[config.mk]
export PLATFORM = sky130hd
export DESIGN_NAME = mem_stage
export DESIGN_NICKNAME = d
export VERILOG_FILES = /design/src/rtl/mem_stage.sv
export SDC_FILE = /design/constraint.sdc
export NUM_CORES = 1
export LEC_CHECK = 0
export ABC_AREA = 0
export CAP_MARGIN = 15
export CORE_MARGIN = 1.5
export CORE_UTILIZATION = 45
export DETAILED_ROUTE_END_ITERATION = 8
export PLACE_DENSITY = 0.87
export SYNTH_ARGS = -nofsm -noshare
export SYNTH_HDL_FRONTEND = slang
export SYNTH_SLANG_ARGS = --single-unit
export TNS_END_PERCENT = 50
[constraint.sdc]
create_clock -name clk -period 2.6 [get_ports clk]
set_input_delay 0.78 -clock clk [delete_from_list [all_inputs] [get_ports clk]]
set_output_delay 0.78 -clock clk [all_outputs]
set_load 0.1 [all_outputs]
[src/rtl/mem_stage.sv]
// MEM pipeline stage: 3-state bus master (IDLE/REQ/DONE) with lane steering, load extension and timeout.
// Optional build macro MEM_ALIGN_CHECK_EN enables the misaligned-access trap; undefined, low address bits are ignored.
module mem_stage #(
    parameter int TIMEOUT_CYC = 16
) (
    input  logic        clk,
    input  logic        rst,
    input  logic [31:0] ALUresultin,
    input  logic [31:0] storedatain,
    input  logic [4:0]  rt_rddin,
    input  logic        MemReadin,
    input  logic        MemWritein,
    input  logic        MemtoRegin,
    input  logic        Regwritein,
    input  logic [1:0]  mem_size,
    input  logic        mem_unsigned,
    output logic [31:0] memrdataout,
    output logic [31:0] ALUresultout,
    output logic [4:0]  rt_rddout,
    output logic        MemtoRegout,
    output logic        Regwriteout,
    output logic        stall,
    output logic        mem_req,
    output logic        mem_we,
    output logic [31:0] mem_addr,
    output logic [31:0] mem_wdata,
    output logic [3:0]  mem_be,
    input  logic        mem_ack,
    input  logic [31:0] mem_rdata,
    output logic        bus_err,
    output logic        misalign
);

    localparam int CW = (TIMEOUT_CYC < 2) ? 1 : $clog2(TIMEOUT_CYC);
    localparam logic [CW-1:0] LAST_CNT = CW'(TIMEOUT_CYC - 1);

    typedef enum logic [1:0] {IDLE, REQ, DONE} state_t;

    state_t        state_q;
    logic [CW-1:0] cnt_q;
    logic [31:0]   rdata_q, addr_q, wdata_q;
    logic [3:0]    be_q;
    logic          req_q, we_q, busErr_q, misal_q, err_q, uns_q;
    logic [1:0]    off_q, size_q;

    logic          access;
    logic          misal_d;
    logic [3:0]    be_d;
    logic [31:0]   wdata_d;
    logic [7:0]    ldByte;
    logic [15:0]   ldHalf;
    logic [31:0]   ldExt;

    assign access = MemReadin | MemWritein;

    always_comb begin
        be_d    = 4'b1111;
        wdata_d = storedatain;
        case (mem_size)
            2'b00: begin
                be_d    = 4'b0001 << ALUresultin[1:0];
                wdata_d = {4{storedatain[7:0]}};
            end
            2'b01: begin
                be_d    = 4'b0011 << {ALUresultin[1], 1'b0};
                wdata_d = {2{storedatain[15:0]}};
            end
            default: begin
                be_d    = 4'b1111;
                wdata_d = storedatain;
            end
        endcase
    end

`ifdef MEM_ALIGN_CHECK_EN
    assign misal_d = ((mem_size == 2'b01) && ALUresultin[0]) ||
                     (mem_size[1] && (ALUresultin[1:0] != 2'b00));
`else
    assign misal_d = 1'b0;
`endif

    // Lane select uses the access offset/size remembered at issue, since mem_addr is word aligned.
    always_comb begin
        case (off_q)
            2'd0:    ldByte = mem_rdata[7:0];
            2'd1:    ldByte = mem_rdata[15:8];
            2'd2:    ldByte = mem_rdata[23:16];
            default: ldByte = mem_rdata[31:24];
        endcase
        ldHalf = off_q[1] ? mem_rdata[31:16] : mem_rdata[15:0];
        case (size_q)
            2'b00:   ldExt = {{24{~uns_q & ldByte[7]}}, ldByte};
            2'b01:   ldExt = {{16{~uns_q & ldHalf[15]}}, ldHalf};
            default: ldExt = mem_rdata;
        endcase
    end

    always_ff @(posedge clk) begin
        if (rst) begin
            state_q  <= IDLE;
            cnt_q    <= '0;
            rdata_q  <= '0;
            addr_q   <= '0;
            wdata_q  <= '0;
            be_q     <= '0;
            req_q    <= 1'b0;
            we_q     <= 1'b0;
            busErr_q <= 1'b0;
            misal_q  <= 1'b0;
            err_q    <= 1'b0;
            uns_q    <= 1'b0;
            off_q    <= '0;
            size_q   <= '0;
        end else begin
            busErr_q <= 1'b0;
            misal_q  <= 1'b0;
            case (state_q)
                IDLE: begin
                    if (access) begin
                        off_q  <= ALUresultin[1:0];
                        size_q <= mem_size;
                        uns_q  <= mem_unsigned;
                        if (misal_d) begin
                            misal_q <= 1'b1;
                            err_q   <= 1'b1;
                            rdata_q <= '0;
                            we_q    <= 1'b0;
                            state_q <= DONE;
                        end else begin
                            err_q   <= 1'b0;
                            addr_q  <= {ALUresultin[31:2], 2'b00};
                            we_q    <= MemWritein;
                            be_q    <= be_d;
                            wdata_q <= wdata_d;
                            req_q   <= 1'b1;
                            cnt_q   <= '0;
                            state_q <= REQ;
                        end
                    end
                end
                REQ: begin
                    // An ack in the last allowed cycle is taken in preference to the timeout.
                    if (mem_ack) begin
                        rdata_q <= we_q ? 32'd0 : ldExt;
                        req_q   <= 1'b0;
                        state_q <= DONE;
                    end else if (cnt_q == LAST_CNT) begin
                        busErr_q <= 1'b1;
                        err_q    <= 1'b1;
                        rdata_q  <= '0;
                        req_q    <= 1'b0;
                        state_q  <= DONE;
                    end else begin
                        cnt_q <= cnt_q + 1'b1;
                    end
                end
                DONE:    state_q <= IDLE;
                default: state_q <= IDLE;
            endcase
        end
    end

    assign stall        = (state_q == IDLE) ? access : (state_q == REQ);
    assign memrdataout  = (state_q == DONE) ? rdata_q : 32'd0;
    assign Regwriteout  = Regwritein & ~((state_q == DONE) & err_q);
    assign ALUresultout = ALUresultin;
    assign rt_rddout    = rt_rddin;
    assign MemtoRegout  = MemtoRegin;
    assign mem_req      = req_q;
    assign mem_we       = we_q;
    assign mem_addr     = addr_q;
    assign mem_wdata    = wdata_q;
    assign mem_be       = be_q;
    assign bus_err      = busErr_q;
    assign misalign     = misal_q;

endmodule

-- Yosys cells after proc, flatten, opt, wreduce, memory -nomap -nowiden
Index checks and enable logic that the tools add are counted.
- output and inout bits: 144
- word-level logic and storage cells: 76
- bits of input ports: 111
- flip-flop bits (word level): 113
- equal/unequal tests: 12
- multiplexer cells: 27
- bitwise logic cells: 8
- add/subtract/negate cells: 1
- reduce and logical (&&, ||, !) cells: 13
- shifts and indexed selects: 2
- operator list (cell ; number):
    2-to-1 mux 32 bit ; 4
    one-hot mux 32 bit (2 select lines) ; 2
    one-hot mux 8 bit (3 select lines) ; 1
    2-to-1 mux 16 bit ; 1
    one-hot mux 4 bit (2 select lines) ; 2
    2-to-1 mux 4 bit ; 3
    equality test 2 x 1 -> 1 bit, second input constant ; 4
    logical NOT 2 bit ; 4
    2-to-1 mux 1 bit ; 8
    != test 2 bit, second input constant ; 4
    AND reduction 4 bit ; 2
    2-to-1 mux 2 bit ; 3
    AND reduction 2 bit ; 3
    adder 4 x 1 -> 4 bit, second input constant ; 1
    bitwise AND 1 bit ; 4
    equality test 2 bit, second input constant ; 2
    equality test 4 bit, second input constant ; 1
    one-hot mux 1 bit (2 select lines) ; 2
    one-hot mux 2 bit (2 select lines) ; 1
    nonzero test 2 bit ; 2
    << shifter 1 x 2 -> 4 bit, first input constant ; 1
    << shifter 2 x 2 -> 4 bit, first input constant ; 1
    != test 3 bit, second input constant ; 1
    NOT 1 bit ; 3
    3 further kinds ; 3

-- Longest topological paths before layout
Gate-level depths: netlist of run 1.
- word-level depth: 6
- mapped depth: 6
- gate-level depth less buffers: 5

-- Worst setup path after synthesis of run 1
Ideal clock, no wire load.
- path kind: input port to output port
- from: input Regwritein
- to: output Regwriteout
- cell stages on the path: 1
- required time: 1820 ps
- arrival time: 2969 ps
- path buffers: 0
- path slack: -1149 ps
- path through: a21boi_0
- cells in the longest elaborated chain, start to end: 1
- RTL lines (what ; line ; source):
    start, declared ; 14 ; input logic Regwritein,
    bitwise AND 1 bit ; 165 ; assign Regwriteout = Regwritein & ~((state_q == DONE) & err_q);
    end, declared ; 21 ; output logic Regwriteout,
Every way passes these cells.

-- Worst setup path in the final report of run 1
- from: input MemReadin
- to: output stall
- cells in the longest elaborated chain, start to end: 2
- RTL lines (what ; line ; source):
    start, declared ; 11 ; input logic MemReadin,
    bitwise OR 1 bit ; 54 ; assign access = MemReadin | MemWritein;
    2-to-1 mux 1 bit ; 163 ; assign stall = (state_q == IDLE) ? access : (state_q == REQ);
    end, declared ; 22 ; output logic stall,
Every way passes these cells.

==> results.ini, run 1 <==
[grt]
antenna_found_initial=0
grt_usage_pct=27.5
grt_max_degree=61
grt_overflow=0
grt_pass1_wl_microns=27800
grt_pass1_vias=5605

[synthesis]
synthArstFlopShare_pct=0
synth-edff-count=0
yosys_register_bits=113
synth_flop_cell=dfxtp_1
avgSynthCellArea_sq_um=7.89
netlist_area_sq_mm=0.00545
synth-seq-area-share_pct=41.5
syn_inst=690
ys_warn_count=0
yosysUniqueCellTypes=49

[die]
start_util_pct=46.9
fp.dieW_microns=113
ioPinCount=255
coreArea_sq_mm=0.0116
die_h_microns=113
num_rows=39
die_area_sq_mm=0.0128

[pwr]
clockPowerShare_pct=37.2
power_mw=6.38
p_leak_nw=3.62
p_comb_share_pct=32.1
p_per_area_mw_per_mm2=723
seqPwrFrac_pct=30.7
max-vdd-ir-drop_uv=441
power.switching_mw=2.33
swShare_pct=36.6
p_int_mw=4.04

[timing]
whs_ns=0.447
setup_viol=0
relSlewSlack_pct=52.6
drv_slew=0
post-route-period-util_pct=96.1
hold_viol_final=0
rsz0062_at_grt=no
finalSetupTns_ns=0
worstMarginPinSlew_ns=0.709
finalClockSkew_ns=0.0105
fmax_ghz=0.400
fin_crit_ns=2.50

[critical_path]
cp_data_arrival_time_ns=1.72
max_stage_delay_ns=0.57
crit_type=in2out
critPathLaunch=MemReadin
worstPathRequired_ns=1.82
path_buf_inv=2
worstReg2RegEnd=rdata_q[19]$_SDFFE_PP0P_
cp_max_fo=3
worstReg2RegStart=off_q[1]$_SDFFE_PP0P_
reg2regPathDepth=5
r2r_setup_slack_ns=0.58
crit_chain=clkdlybuf4s50_1 > o21ai_4 > nand2_1 > buf_12
crit_path_end_kind=output pin
slowest_stage=clkdlybuf4s50_1
critPathTopFamily=buffers and inverters
start_kind=primary input

[finish]
area_growth_pct=62.0
fin_util_pct=76.0
diodes=0
fillCellCount=795
stdcell_area_sq_mm=0.00882
drive_gt1_share_pct=24.4
nets=991

[min_path]
min_from=rdata_q[22]$_SDFFE_PP0P_
holdPathEnd=rdata_q[22]$_SDFFE_PP0P_
hold_class=reg2reg
whs_path_depth=2

[placed_design]
portBuffers=239
gp_congestion=0.859
dp_hpwl_microns=12500
placed_cell_area_sq_mm=0.00822

[drt]
via_per_inst=5.48
ant_nets=0
routedWlPerCell_microns=16.9
drt_iter0_markers=277
dr.pass1.iters=5
totalWireLength_microns=17500
drc=0
vias=5669

[cts]
root_buffer=clkbuf_16
clock-sinks=113
cts_buffers=17
clock_path_buffers=2
worstSkewPairLatency_ns=0.41
post_cts_buffers=0
h-tree-depth=4
cts_tree=done
clk_pin_slew_ns=0.05
cts-resized-gates=0
cts-hold-fix-buffers=0

[flow_run]
maxCapViolCount=0

[run_status]
status=finished, final reports clean

registers in the layout (all words and copies together) (netlist names):
name	flops
mem_req	1
err_q	1
uns_q	1
cnt_q	4
mem_be	4
mem_wdata	32
mem_we	1
bus_err	1
size_q	2
off_q	2
rdata_q	32
state_q	2
mem_addr	30
kinds of logic after synthesis:
kind of cell | after synthesis | synth area share (%)
AOI/OAI and AO/OA | 185 | 21.0
xor gates and xnor gates | 2 | 0.322
adders and majority gates | 1 | 0.230
buffers and inverters | 98 | 10.2
DFF | 113 | 41.5
muxes | 26 | 5.01
other | 1 | 0.0689
and+or+nand+nor | 264 | 21.7
how the worst max path moves through the flow:
stage | end | cells past startpoint | slack (ns)
finish | stall | 4 | 0.10
global route | memrdataout[6] | 4 | 0.06
CTS | stall | 4 | 0.1
detailed placement | rdata_q[19]$_SDFFE_PP0P_ | 6 | 0.1
global placement | stall | 4 | 0.12
floorplan | stall | 3 | -0.04
per-layer routing:
layer / vias to the layer above / GRT usage [%] / routed length, microns
li1: 2687 / - / -
met1: 2625 / 29.9 / 6500
met2: 303 / 47.3 / 8640
met3: 54 / 9.21 / 1610
met4: 0 / 15.0 / 790
met5: - / 0 / 0
worst reg2reg max path, delay by kind of cell, from the launching register on:
kind                   cells  cell delay, ns
DFF                        1            0.53
buffers and inverters      1            0.17
and+or+nand+nor            2            0.99
AOI/OAI and AO/OA          2            0.26
final cells by class:
type                            count  area [sq um]  share of cell area (%)
Sequential cell                   113          2260                    25.6
Inverter                            4          15.0                   0.170
Clock buffer                       22           474                    5.37
Multi-Input combinational cell    481          2660                    30.2
Tap cell                          143           179                    2.03
Clock inverter                     10           133                    1.50
Timing Repair Buffer              262          3100                    35.1
synthesized netlist by cell type, types with 2 or more instances:
master / n / area [sq um]
nand2_1: 149 / 559
mux2_2: 9 / 101
nand2b_1: 3 / 18.8
dfxtp_1: 113 / 2260
mux2i_1: 16 / 160
o21a_1: 8 / 60.1
a22oi_1: 3 / 22.5
or3_1: 3 / 18.8
a211oi_1: 10 / 75.1
o21ai_2: 10 / 87.6
inv_1: 4 / 15.0
a32o_1: 6 / 60.1
nor3_1: 12 / 60.1
nor2_1: 40 / 150
o211ai_1: 2 / 15.0
a311o_1: 6 / 60.1
o21ai_0: 44 / 220
nor2b_1: 4 / 25.0
buf_4: 41 / 308
a21oi_1: 81 / 405
nand3_1: 5 / 25.0
clkbuf_1: 36 / 135
xnor2_1: 2 / 17.5
a311oi_1: 8 / 70.1
nor3b_1: 7 / 52.6
buf_1: 2 / 7.51
and2_1: 32 / 200
buf_2: 13 / 65.1
power by group through the flow:
| stage | Sequential [mW] | Clock [mW] | Combinational [mW] |
|---|---|---|---|
| 2_1_floorplan | 2.66 | 0 | 0.791 |
| 3_3_place_gp | 1.98 | 0 | 2.02 |
| 3_5_place_dp | 1.99 | 0 | 2.04 |
| 4_1_cts | 1.95 | 2.39 | 2.05 |
| 5_1_grt | 1.97 | 2.48 | 2.14 |
| 6_report | 1.96 | 2.37 | 2.05 |
through the flow:
step	worst slack [ns]	instances
finish	0.100	1035
global route	0.0580	1035
CTS	0.0991	1035
detailed placement	0.0974	1003
global placement	0.115	1003
floorplan	-0.0414	692
cell usage in the layout (no fill, tap or decap), types with 8 or more instances in the layout:
cell             synthesis  routed
dfxtp_1                113     113
buf_4                   41      88
a211oi_1                10      10
mux2_2                   9       9
a311oi_1                 8       8
nor3_1                  12      12
buf_12                   1      70
nand2_1                149     149
o21ai_2                 10      10
clkbuf_16                0      17
and2_1                  32      32
nor2_1                  40      40
o21ai_0                 44      44
clkdlybuf4s50_1          0     103
mux2i_1                 16      16
a21oi_1                 81      80
No activity file was read; power rests on OpenSTA's default activity.
==> run 2: changes to the inputs <==
--- a/config.mk
+++ b/config.mk
@@ -14,4 +14,4 @@
 export SYNTH_ARGS = -nofsm -noshare
 export SYNTH_HDL_FRONTEND = slang
 export SYNTH_SLANG_ARGS = --single-unit
-export TNS_END_PERCENT = 50
+export TNS_END_PERCENT = 30
==> results of run 2 <==
Same layout as run 1: the final DEF is identical, and so are final timing and power.
==> run 3: changes to the inputs <==
--- a/config.mk
+++ b/config.mk
@@ -6,10 +6,12 @@
 export NUM_CORES = 1
 export LEC_CHECK = 0
 export ABC_AREA = 0
+export ABC_CLOCK_PERIOD_IN_PS = 2600
 export CAP_MARGIN = 15
 export CORE_MARGIN = 1.5
 export CORE_UTILIZATION = 45
 export DETAILED_ROUTE_END_ITERATION = 8
+export GPL_ROUTABILITY_DRIVEN = 0
 export PLACE_DENSITY = 0.87
 export SYNTH_ARGS = -nofsm -noshare
 export SYNTH_HDL_FRONTEND = slang
==> results of run 3 <==
Same layout as run 1: the final DEF is identical, and so are final timing and power.
==> patch 1, RTL diff (settings of run 1) <==
The parameter `TIMEOUT_CYC` goes from 16 to 8.
--- a/src/rtl/mem_stage.sv
+++ b/src/rtl/mem_stage.sv
@@ -1,7 +1,7 @@
 // MEM pipeline stage: 3-state bus master (IDLE/REQ/DONE) with lane steering, load extension and timeout.
 // Optional build macro MEM_ALIGN_CHECK_EN enables the misaligned-access trap; undefined, low address bits are ignored.
 module mem_stage #(
-    parameter int TIMEOUT_CYC = 16
+    parameter int TIMEOUT_CYC = 8
 ) (
     input  logic        clk,
     input  logic        rst,
Behaviour: same outputs for any inputs over 4 cycles, from zero or initial values and one cycle with rst high; that may be too few to reach the edited logic, so the function may still have changed.
==> patch 1 against run 1 <==
Global-route usage shrank 1.7 points; wire length shrank 6.3%; power shrank 15%; the flow now finishes with violations (design-rule violations); largest power group is now combinational cells; clock power shrank 38%; core utilization shrank 2.4 points; final area shrank 4.0%; area after synthesis shrank 1.4%; sequential cell count shrank 1; setup slack gained 99 ps; maximum frequency grew 4.1%.
==> patch 1: results (changes against run 1) <==
register area share after synthesis=41.77% (+0.24 points); vias per cell=5.338 (-2.5%); status=finished with violations; met1 WL=6264 µm (-3.6%); Seq/total area=26.47% (+0.83 points); area of the multi-input gates=2631 µm² (-1.2%); met2 global-route usage=45.60% (-1.7 points); clock group share of total power=27.3% (-9.9 points); Worst slew margin=51.16% (-1.5 points); Post-DP Area=8143 µm² (-0.90%); Data buffer area share=36.51% (+1.4 points); critical path startpoint=state_q[1]; synth cell count leaders=nand2_1 (157), dfxtp_1 (112), a21oi_1 (76); layout cells sized above 1=23.61% (-0.83 points); H-tree depth=3 (-1); Worst Hold End=rdata_q[4]; DRC Markers=16 (+16); synth top area cells=dfxtp_1 (42%), nand2_1 (11%), a21oi_1 (7.1%); routed wl met3=1258 µm (-22%); met2 wire length=8181 µm (-5.3%); gpl congestion=0.9123 (+6.2%); R2R Path End=rdata_q[14]; dpl ws=-79.80 ps (-177.2 ps); failing checks=design-rule violations; clock skew=3.958 ps (-6.589 ps); fill count=839 (+5.5%); Max VDD drop=0.0004774 V (+8.3%); dpl cells=991 (-1.2%); CP endpoint=memrdataout[7]; Synth Instances=677 (-1.9%); first-pass GRT wire length=25990 µm (-6.5%); met3 usage=6.857% (-2.4 points)
==> patch 1: changes by cell type in the layout (fill, tap and decap cells not counted), moves of 5 or more <==
cell | run 1 | this run
a21boi_0 | 0 | 8
a21oi_1 | 80 | 75
a311o_1 | 6 | 0
a311oi_1 | 8 | 14
a32o_1 | 6 | 1
clkbuf_16 | 17 | 9
nand2_1 | 149 | 155
nand3_1 | 5 | 0
nor3_1 | 12 | 6
o31ai_1 | 0 | 6
==> patch 1: logic make-up (layout without fill, tap and decap cells) <==
kind of cell    after synthesis  in the layout  share of synthesized area, %
simple gates                264            264                         21.75
compound gates              177            177                         20.07
flops                       112            112                         41.77
buf+inv                      92            277                         9.697
mux                          29             29                         6.177
fa+ha+maj                     2              2                        0.4661
other cells                   1              3                       0.06986
==> patch 2, RTL diff (config.mk and constraints of run 1) <==
Without the edit above. Register the output `bus_err` once more, without a reset; this adds one clock of latency there. The other outputs are not delayed to match.
--- a/src/rtl/mem_stage.sv
+++ b/src/rtl/mem_stage.sv
@@ -171,7 +171,9 @@
     assign mem_addr     = addr_q;
     assign mem_wdata    = wdata_q;
     assign mem_be       = be_q;
-    assign bus_err      = busErr_q;
+    always_ff @(posedge clk) begin
+        bus_err <= busErr_q;
+    end
     assign misalign     = misal_q;
 
 endmodule
Function: no difference found for any inputs over 4 cycles, from zero or initial values and one cycle with rst high; that may be too few to reach the edited logic, so the function may still have changed.
==> patch 2 against run 1 <==
Power up 1.8%; area after synthesis increased by 0.37%; cell count increased by 0.39%; wire length rose by 1.1%; sequential cell count increased by 1; hold slack worse by 120 ps; setup slack worse by 22 ps; core utilization decreased by 1.4 points; clock power grew 4%; largest cell class unchanged; final area is 0.74% higher.
==> patch 2: results (changes against run 1) <==
status=complete, no violations; Critical Path AT=1740 ps (+20 ps); synth top area cells=dfxtp_1 (42%), nand2_1 (10%), a21oi_1 (7.4%); gr usage total=27.11% (-0.37 points); layout cells sized above 1=24.33% (-0.11 points); fill count=829 (+4.3%); clock transition at the registers of the reported paths=50 ps (about the same); Nets=991 (unchanged); Clk Latency, worst-skew pair=410 ps (about the same); ys flop type=dfxtp_1; antenna violations before repair=0 (unchanged); H-tree depth=4 (unchanged); CTS Root Cell=clkbuf_16; # Post-CTS Setup Buffers=0 (unchanged); register area share after synthesis=41.75% (+0.21 points); Post-CTS Resized=0 (unchanged); routed wl met3=1609 µm (about the same); Worst Hold Class=reg -> reg; clk buf depth=2 (unchanged); CP Max Fanout=3 (unchanged); Final HPWL DP=12650 µm (+0.98%); vias in the first global route=5531 (-1.3%); met2 wire length=9094 µm (+5.3%); DR iter-0 viols=287 (+3.6%); n_diodes=0 (unchanged); synth cell count leaders=nand2_1 (149), dfxtp_1 (114), a21oi_1 (81); Max VDD drop=0.0004939 V (+12%); met1 WL=6529 µm (+0.46%); largest net degree at the start of global routing=67 (+9.8%); CTS buffer count=17 (unchanged); Async SR Flop Fraction=0% (unchanged); drt total wl=17730 µm (+1.1%); P_leak=3.642 nW (+0.67%); first-pass GRT wire length=27430 µm (-1.3%); YS warnings=0 (unchanged); gpl congestion=0.8872 (+3.2%); top sig layer=met4; Slew @ Worst Pin=715.8 ps (+6.842 ps); IO Port Bufs=239 (unchanged); vias per cell=5.446 (-0.58%); clock skew=10.04 ps (-0.5116 ps); Distinct cells, synth=49 (unchanged); DRT Pass-1 Iters=5 (unchanged)
==> patch 2: routing by layer <==
layer | global-route usage (%) | up-vias
li1 | - | 2697
met3 | 9.373 | 45
met2 | 48.28 | 283
met1 | 29.52 | 2633
met4 | 10.83 | 0
met5 | 0 | -
==> patch 2: worst max-delay path, cell delays in order <==
cell,delay [ps]
clkdlybuf4s50_1,490
o21ai_4,160
nand2_1,100
buf_12,200
==> patch 2: metrics by stage <==
stage | worst slack (ps) | util (%) | std cells | cell area, µm² | total power (W)
finish | 77.91 | 74.62 | 1039 | 8889 | 0.006492
global placement | 106.5 | 69.34 | 1007 | 8259 | 0.004016
detailed placement | 42.74 | 69.34 | 1007 | 8259 | 0.004046
floorplan | -41.38 | - | 693 | 5478 | 0.003470
global route | 47.77 | 74.62 | 1039 | 8889 | 0.006713
CTS | 77.14 | 74.62 | 1039 | 8889 | 0.006514
==> patch 2: report_power, final <==
part | leakage (nW) | internal [W] | total (W) | switching (W)
Combinational | 2.40 | 0.000603 | 0.00205 | 0.00145
Sequential | 0.936 | 0.00188 | 0.00197 | 0.0000915
Clock | 0.306 | 0.00167 | 0.00246 | 0.000793
Total | 3.64 | 0.00416 | 0.00649 | 0.00233
==> patch 2: logic make-up (layout without fill, tap and decap cells) <==
logic type                 Yosys count  after routing  share of synthesized area, %
muxes                               26             26                         4.990
other                                1              3                       0.06860
DFF                                114            114                         41.75
AOI/OAI and AO/OA                  185            185                         20.87
adders and majority gates            1              1                        0.2288
buffers and inverters               98            297                         10.16
and+or+nand+nor                    264            264                         21.61
xor gates and xnor gates             2              2                        0.3205
==> patch 2: path summary, 6_finish.rpt <==
kind / start / endpoint / slack, ps / cells past startpoint
worst min register to register: busErr_q / bus_err / 330 / 0
worst max register to register: off_q[1] / rdata_q[18] / 490 / 5
worst min-delay path: busErr_q / bus_err / 330 / 0
worst max-delay path: MemReadin / stall / 80 / 4
==> patch 2: cell type report <==
cell class                      instances  area share (%)
Clock inverter                         10           1.745
Clock buffer                           22           5.335
Multi-Input combinational cell        481           29.95
Sequential cell                       114           25.68
Timing Repair Buffer                  261           35.05
Tap cell                              147           2.069
Inverter                                4          0.1689
